**src/rtl/phase_countdown_display.sv**
```systemverilog
// Per-second countdown of the current traffic-light phase, shown on a 2-digit
// multiplexed active-low 7-segment display. Optional blink: PHASE_COUNTDOWN_BLINK_EN.
module phase_countdown_display #(
    parameter int TICK_DIV = 50_000_000,
    parameter int SCAN_DIV = 50_000
) (
    input  logic        clk,
    input  logic        rst,
    input  logic [1:0]  led,
    input  logic [11:0] sw_led,
    output logic [3:0]  remaining,
    output logic        expired,
    output logic [6:0]  seg,
    output logic [1:0]  an
);

    // phase (led_q) | meaning
    // PH_OFF        | lights off, display blank, countdown idle
    // PH_GREEN      | counting down sw_led[3:0]
    // PH_YELLOW     | counting down sw_led[7:4]
    // PH_RED        | counting down sw_led[11:8]
    localparam logic [1:0] PH_OFF    = 2'b00;
    localparam logic [1:0] PH_GREEN  = 2'b01;
    localparam logic [1:0] PH_YELLOW = 2'b10;
    localparam logic [1:0] PH_RED    = 2'b11;

    localparam int PRE_W  = (TICK_DIV > 1) ? $clog2(TICK_DIV) : 1;
    localparam int SCAN_W = (SCAN_DIV > 1) ? $clog2(SCAN_DIV) : 1;
    localparam logic [PRE_W-1:0]  PRE_LAST  = PRE_W'(TICK_DIV - 1);
    localparam logic [SCAN_W-1:0] SCAN_LAST = SCAN_W'(SCAN_DIV - 1);
`ifdef PHASE_COUNTDOWN_BLINK_EN
    localparam logic [PRE_W-1:0]  PRE_HALF  = PRE_W'(TICK_DIV / 2 - 1);
`endif

    logic [1:0]        led_q;
    logic [PRE_W-1:0]  prescaler;
    logic [SCAN_W-1:0] scan_cnt;
    logic              scan_sel;

    logic              load;
    logic              running;
    logic              tick;
    logic [3:0]        load_val;
    logic [3:0]        rem_n;
    logic              exp_n;
    logic [PRE_W-1:0]  pre_n;
    logic              scan_wrap;
    logic [SCAN_W-1:0] scan_cnt_n;
    logic              sel_n;
    logic              tens_n;
    logic [3:0]        units_n;
    logic [3:0]        digit;
    logic              blank;

    function automatic logic [6:0] seg_decode(input logic [3:0] d);
        case (d)
            4'd0:    seg_decode = 7'b1000000;
            4'd1:    seg_decode = 7'b1111001;
            4'd2:    seg_decode = 7'b0100100;
            4'd3:    seg_decode = 7'b0110000;
            4'd4:    seg_decode = 7'b0011001;
            4'd5:    seg_decode = 7'b0010010;
            4'd6:    seg_decode = 7'b0000010;
            4'd7:    seg_decode = 7'b1111000;
            4'd8:    seg_decode = 7'b0000000;
            4'd9:    seg_decode = 7'b0010000;
            default: seg_decode = 7'h7F;
        endcase
    endfunction

    assign load    = (led != led_q);
    assign running = (led_q != PH_OFF) && (remaining != 4'd0);
    assign tick    = running && (prescaler == PRE_LAST);

    always_comb begin
        load_val = 4'd0;
        case (led)
            PH_GREEN:  load_val = sw_led[3:0];
            PH_YELLOW: load_val = sw_led[7:4];
            PH_RED:    load_val = sw_led[11:8];
            default:   load_val = 4'd0;
        endcase
    end

    // A phase change outranks a coincident tick: reload, no decrement, no pulse.
    always_comb begin
        rem_n = remaining;
        exp_n = 1'b0;
        pre_n = '0;
        if (load) begin
            rem_n = load_val;
        end else if (tick) begin
            rem_n = remaining - 4'd1;
            exp_n = (remaining == 4'd1);
        end else if (running) begin
            pre_n = prescaler + 1'b1;
        end
    end

    assign scan_wrap  = (scan_cnt == SCAN_LAST);
    assign scan_cnt_n = scan_wrap ? '0 : scan_cnt + 1'b1;
    assign sel_n      = scan_wrap ? ~scan_sel : scan_sel;

    // Display is decoded from next-state values so seg/an line up with remaining.
    assign tens_n  = (rem_n >= 4'd10);
    assign units_n = tens_n ? (rem_n - 4'd10) : rem_n;
    assign digit   = sel_n ? {3'b000, tens_n} : units_n;

`ifdef PHASE_COUNTDOWN_BLINK_EN
    logic blink_q;
    logic blink_n;

    always_comb begin
        blink_n = blink_q;
        if (load) begin
            blink_n = 1'b0;
        end else if (running && ((prescaler == PRE_HALF) || (prescaler == PRE_LAST))) begin
            blink_n = ~blink_q;
        end
    end

    always_ff @(posedge clk) begin
        if (!rst) begin
            blink_q <= 1'b0;
        end else begin
            blink_q <= blink_n;
        end
    end

    assign blank = (led == PH_OFF) || (sel_n && !tens_n) ||
                   (blink_n && (rem_n >= 4'd1) && (rem_n <= 4'd3));
`else
    assign blank = (led == PH_OFF) || (sel_n && !tens_n);
`endif

    always_ff @(posedge clk) begin
        if (!rst) begin
            led_q     <= PH_OFF;
            prescaler <= '0;
            remaining <= 4'd0;
            expired   <= 1'b0;
            scan_cnt  <= '0;
            scan_sel  <= 1'b0;
            an        <= 2'b11;
            seg       <= 7'h7F;
        end else begin
            led_q     <= led;
            prescaler <= pre_n;
            remaining <= rem_n;
            expired   <= exp_n;
            scan_cnt  <= scan_cnt_n;
            scan_sel  <= sel_n;
            an        <= sel_n ? 2'b01 : 2'b10;
            seg       <= blank ? 7'h7F : seg_decode(digit);
        end
    end

endmodule

```
**config.mk**
```make
export PLATFORM = sky130hd
export DESIGN_NAME = phase_countdown_display
export DESIGN_NICKNAME = d
export VERILOG_FILES = /design/src/rtl/phase_countdown_display.sv
export SDC_FILE = /design/constraint.sdc
export NUM_CORES = 1
export LEC_CHECK = 0
export ABC_AREA = 1
export CAP_MARGIN = 20
export CELL_PAD_IN_SITES_DETAIL_PLACEMENT = 1
export CELL_PAD_IN_SITES_GLOBAL_PLACEMENT = 1
export CORE_AREA = 5 5 99 101
export DETAILED_ROUTE_END_ITERATION = 10
export DIE_AREA = 0 0 104 106
export PLACE_DENSITY = 0.74
export SLEW_MARGIN = 15
export SYNTH_ARGS = -nofsm -noshare
export SYNTH_HDL_FRONTEND = slang
export SYNTH_SLANG_ARGS = --single-unit
```
**constraint.sdc**
```tcl
create_clock -name clk -period 2.3 [get_ports clk]
set_input_delay 0.69 -clock clk [delete_from_list [all_inputs] [get_ports clk]]
set_output_delay 0.69 -clock clk [all_outputs]
set_load 0.05 [all_outputs]
```
== Word-level counts from Yosys, hierarchy flattened ==
Memories as Yosys holds them, arrays and structs flattened. A register that Yosys moved wholly into a read port is not among the register bits.
Index checks and enable logic that the tools add are counted.
Operators by class
  equal/unequal tests: 7
  bitwise gates (word level): 4
  muxes and demuxes: 7
  reductions and logical operators: 12
  $lt $le $gt $ge: 1
  add/subtract/negate cells: 4
Operators by type and width (count)
  adder 26 x 1 -> 26 bit, second input constant: 1
  equality test 26 bit, second input constant: 1
  adder 16 x 1 -> 16 bit, second input constant: 1
  equality test 16 bit, second input constant: 1
  2-to-1 mux 4 bit: 4
  one-hot mux 4 bit (3 select lines): 1
  equality test 2 bit, second input constant: 2
  equality test 4 x 1 -> 1 bit, second input constant: 1
  greater-or-equal comparator 4 bit, second input constant: 1
  inverter 1 bit: 4
  nonzero test 4 bit: 1
  OR reduction 2 bit: 2
  OR reduction 4 bit: 1
  subtractor 4 x 1 -> 4 bit, second input constant: 1
  subtractor 4 bit, second input constant: 1
  logical AND 1 bit: 3
  OR reduction 3 bit: 1
  equality test 2 x 1 -> 1 bit, second input constant: 1
  zero test 2 bit: 1
  2-to-1 mux 2 bit: 1
  != test 2 bit: 1
  nonzero test 2 bit: 1
  zero test 1 bit: 1
  logical OR 1 bit: 1
  2-to-1 mux 1 bit: 1
Word-level totals
  register bits: 52
  output and inout bits: 14
  word-level logic and storage cells: 43
  memories kept: 1
  bits of input ports: 16
  bits in read-only memories: 112
Memories
  (name not given): depth 16, bits a word 7, read ports 1, clocked after Yosys merged registers in 1, wr ports 0, line 56  | case (d)

== Longest topological paths before layout ==
  depth in word-level cells: 10
  gate-level depth with buffers: 20

== Least setup slack after synthesis ==
Ideal clock, no wire load.
  path kind: register to register
  start point: reg remaining[0]
  end point: reg seg[5]
  clock period less this slack: 2.639 ns
  buffers on the path: 0
  library setup time: 0.118 ns
  data arrival time: 2.521 ns
  cell stages (with the launch flop): 17
  path slack: -0.339 ns
  path through: dfxtp_1 -> inv_1 -> ha_1 -> a21boi_1 -> nand3_4 -> nand2_1 -> nand3_1 -> nand2_2 -> ha_1 -> nand3_1 -> nand2_1 -> inv_2 -> nand2_4 -> o21ai_2 -> inv_2 -> nand2_1 -> nand2_1
On the way
  longest elaborated chain between the ends: 10
  elaborated cells on any way between the ends: 14
Ends and longest elaborated chain
  start: declaration: line 11  | output logic [3:0] remaining,
  start signal: assignment: line 149  | remaining <= rem_n;
  branches (longest 3 deep; another with subtractor 4 x 1 -> 4 bit)
  2-to-1 mux 4 bit *: line 92  | end else if (tick) begin
  2-to-1 mux 4 bit *: line 90  | if (load) begin
  greater-or-equal comparator 4 bit: line 105  | assign tens_n = (rem_n >= 4'd10);
  zero test 1 bit: line 133  | assign blank = (led == PH_OFF) || (sel_n && !tens_n);
  logical AND 1 bit: line 133
  logical OR 1 bit: line 133
  OR reduction 2 bit (no line)
  end: declaration: line 13  | output logic [6:0] seg,
Mark *: on every way between the ends.
A chain may end at the register's enable or synchronous reset.

== Worst setup path in the final report ==
  start point: in led[0]
  end point: reg seg[5]
On the way
  longest elaborated chain between the ends: 8
  elaborated cells on any way between the ends: 15
Ends and longest elaborated chain
  start: declaration: line 9  | input logic [1:0] led,
  equality test 2 bit or equality test 2 x 1 -> 1 bit (tied branches): line 77  | case (led)
  one-hot mux 4 bit (3 select lines): line 77
  2-to-1 mux 4 bit: line 90
  greater-or-equal comparator 4 bit: line 105
  zero test 1 bit: line 133
  logical AND 1 bit: line 133
  logical OR 1 bit: line 133
  OR reduction 2 bit (no line)
Several ways; a longest one is shown, not always the timed one.

==> flow_summary.yaml <==
run_status:
  outcome: "complete, but fails checks"
  violations: "setup timing"
setup_path:
  critPathMaxFanout: 7
  end_kind: "flip-flop"
  r2r_slack_ns: -0.16
  arrival_ns: 2.67
  critPathMostFrequentCell: "buf_4"
  worstSetupStartpointType: "input port"
  r2r_start: "prescaler[18]"
  crit_chain: "clkdlybuf4s15_2 -> clkinvlp_4 -> nand2_2 -> a21oi_4 -> buf_4 -> nand3_2 -> nand2_4 -> buf_4 -> buf_4 -> o21ai_4 -> nand2_4 -> inv_4 -> ha_1 -> o21ai_2 -> inv_2 -> nand2_1 -> nand2_1"
  critical_path.top_delay_family: "buffers and inverters"
  cp_slowest_stage_delay_ns: 0.24
  reg2reg_depth: 18
  cp_num_buf_inv: 7
  path_class: "input port to flip-flop"
  critical_path.slowest_cell: "a21oi_4"
  worstPathRequired_ns: 2.51
  r2r-end: "seg[1]"
layout:
  fill_cells: 1107
  final_cells: 670
  finish.instance_area_um2: 4640
  areaGrowthSynthToFinish_pct: 47.8
  drive_gt1_frac: 0.336
  fin_nets: 578
  antenna_cells: 0
clocking:
  cts_tree: "yes"
  h-tree-depth: 3
  clk_latency_ns: 0.33
  postCtsHoldBufs: 0
  root_buffer: "clkbuf_8"
  clk_pin_slew_ns: 0.08
  clockBufferDepth: 2
  cts.sinks: 59
  numCtsBuffers: 9
die:
  dieArea_um2: 11000
  std_cell_rows: 35
  die_h_um: 106
  ioPinCount: 30
  coreArea_um2: 8930
  die_w_um: 104
  start_util: 0.352
sta:
  worst_slew_pin_slew_ns: 0.501
  min_period_over_period: 1.07
  slew_viol_final: 0
  fmax_ghz: 0.406
  post-route-min-period_ns: 2.46
  relSlewSlack: 0.665
  final_hold_viol_count: 0
  rsz0062_at_grt: "yes"
  timing.final.ws_setup_ns: -0.160
  setup_violations: 7
  clock_skew_ns: 0.0113
synthesis:
  postSynthNetCount: 463
  synth_top_area_frac: 0.376
  synth_cell_type_count: 39
  synth_edf_count: 0
  synth-seq-cells: 59
  yosysSeqAreaShare: 0.376
  post-synth-top-area-cell: "dfxtp_1"
  synth.area.top_cells: "dfxtp_1 38%, nand2_1 10%, nand3_1 7.3%"
  synth_warnings: 0
  synth_cells: 439
  ys_dominant_reg_cell: "dfxtp_1"
  synth_area_um2: 3140
  async_flop_share: 0
  avgSynthCellArea_um2: 7.16
pwr:
  ir_drop_v: 0.000350
  power.internal_mw: 1.93
  p_sw_frac: 0.311
  total_power_mw: 2.80
  p_leak_nw: 1.93
  pwr-share-comb: 0.273
  clockPowerShare: 0.343
  seq_power_share: 0.384
  power_density_nw_per_um2: 603
  p_switching_uw: 871
global_routing:
  antenna_found_initial: 0
  grt_pass1_vias: 3330
  grt_max_degree: 18
  grt_first_pass_wirelength_um: 15400
  track_usage: 0.169
  gr-total-overflow: 0
placed_design:
  dpl_cell_area_um2: 4030
  dp.cells: 630
  dp_hpwl_um: 6790
  gp_congestion: 0.805
  io_buffers: 29
detailed_routing:
  antenna_left: 0
  wl_um: 10200
  first_iter_violations: 99
  drc: 0
  vias: 3362
  routed_via_density: 5.02
  routedWlPerCell_um: 15.2
  firstDrtPassIters: 4
hold_path:
  hold_start: "scan_cnt[0]"
  worstHoldEndpoint: "scan_cnt[0]"
  hold_depth: 1
  hp-class: "flip-flop to flip-flop"
flow_run:
  drv_cap: 0
[power groups by stage]
stage	registers, mW	clock network (mW)	logic, mW
2_1_floorplan	1.20	0	0.274
3_3_place_gp	1.10	0	0.577
3_5_place_dp	1.10	0	0.593
4_1_cts	1.08	0.986	0.653
5_1_grt	1.08	1.05	0.813
6_report	1.07	0.961	0.763
[metal layers]
metal,track usage,vias up,share of wire
met5,0,-,0
met4,0.0444,0,0.028
met3,0.0370,25,0.033
li1,-,1662,-
met2,0.323,66,0.54
met1,0.187,1609,0.40
[cell usage after synthesis, types with 2 or more instances]
| library cell | count |
|---|---|
| a21oi_1 | 22 |
| a21oi_4 | 3 |
| a31oi_1 | 2 |
| and3_1 | 3 |
| buf_2 | 2 |
| clkbuf_1 | 2 |
| dfxtp_1 | 59 |
| ha_1 | 8 |
| inv_1 | 53 |
| inv_2 | 12 |
| nand2_1 | 84 |
| nand2_2 | 11 |
| nand2_4 | 2 |
| nand3_1 | 46 |
| nand4_1 | 11 |
| nor2_1 | 47 |
| nor2_2 | 4 |
| nor2_4 | 2 |
| nor3_1 | 19 |
| nor3_2 | 2 |
| nor3b_1 | 6 |
| nor4_1 | 7 |
| nor4_2 | 2 |
| o21a_1 | 3 |
| o21ai_0 | 6 |
| o21ai_2 | 2 |
| or2_2 | 2 |
| xor2_1 | 6 |
[worst max path at each step]
stage	from	end	slack, ns	cells after the start
5_1_grt	prescaler[18]	seg[5]	-0.30	19
2_1_floorplan	led[0]	seg[0]	0.008	13
4_1_cts	prescaler[1]	seg[0]	-0.07	21
3_5_place_dp	led[0]	seg[5]	-0.67	15
6_report	led[0]	seg[5]	-0.16	17
3_3_place_gp	led[0]	seg[0]	-0.61	15
[through the flow]
| step | setup WS (ns) | setup TNS [ns] | utilization | hold slack, ns |
|---|---|---|---|---|
| after global routing | -0.302 | -1.89 | 0.520 | 0.488 |
| after floorplan | 0.00820 | 0 | - | 0.418 |
| after CTS | -0.0654 | -0.306 | 0.494 | 0.457 |
| after detailed placement | -0.674 | -12.59 | 0.451 | 0.446 |
| final | -0.160 | -0.892 | 0.520 | 0.453 |
| after global placement | -0.612 | -11.08 | 0.451 | 0.427 |
[layout by cell type (no fill, tap or decap), types with 2 or more instances in the layout]
master and count:
nor3_1 17, nor3_2 3, nand3_4 2, nor2_1 43
xor2_1 5, clkbuf_8 10, clkdlybuf4s50_1 26, nand2_1 74
inv_1 49, a21oi_4 3, nand2_4 9, o21ai_0 6
a21oi_1 22, clkdlybuf4s15_2 2, nor4_1 7, a31oi_1 2
nor2_4 5, nand3_1 37, o21a_1 3, nand2_2 14
clkinv_4 2, dfxtp_4 3, nor3b_1 6, inv_2 14
nor2_2 5, and3_1 3, nand3_2 8, buf_12 2
ha_4 3, dfxtp_2 8, buf_6 3, buf_4 75
ha_1 5, nand4_1 11, dfxtp_1 48, clkinvlp_4 3
[final cells by class]
cell class                      count  area, um2  share of cell area
Sequential cell                    59       1200               0.259
Clock buffer                       11        141              0.0304
Timing Repair Buffer              109        928               0.200
Tap cell                          111        139              0.0299
Clock inverter                      5       62.6              0.0135
Multi-Input combinational cell    310       1920               0.414
Inverter                           65        250              0.0539
[registers in the layout, indices dropped and copies added (netlist names)]
| name | flops |
|---|---|
| an | 2 |
| expired | 1 |
| led_q | 2 |
| prescaler | 26 |
| remaining | 4 |
| scan_cnt | 16 |
| scan_sel | 1 |
| seg | 7 |
[logic make-up (layout without fill, tap and decap cells)]
kind of cell | after synthesis | count (layout) | synth area share
compound gates | 43 | 43 | 0.0920
buf+inv | 70 | 190 | 0.0856
flops | 59 | 59 | 0.376
simple gates | 252 | 252 | 0.395
fa+ha+maj | 8 | 8 | 0.0319
xor+xnor | 7 | 7 | 0.0195
[repair_timing]
item | 4_1_cts | 5_1_grt
setup endpoints to repair | 14 | 12
setup buffers | 11 | 13
pin swaps | 18 | 19
gates resized for setup | 26 | 35
hold endpoints to repair | 0 | 0
(Power assumes the default switching activity.)
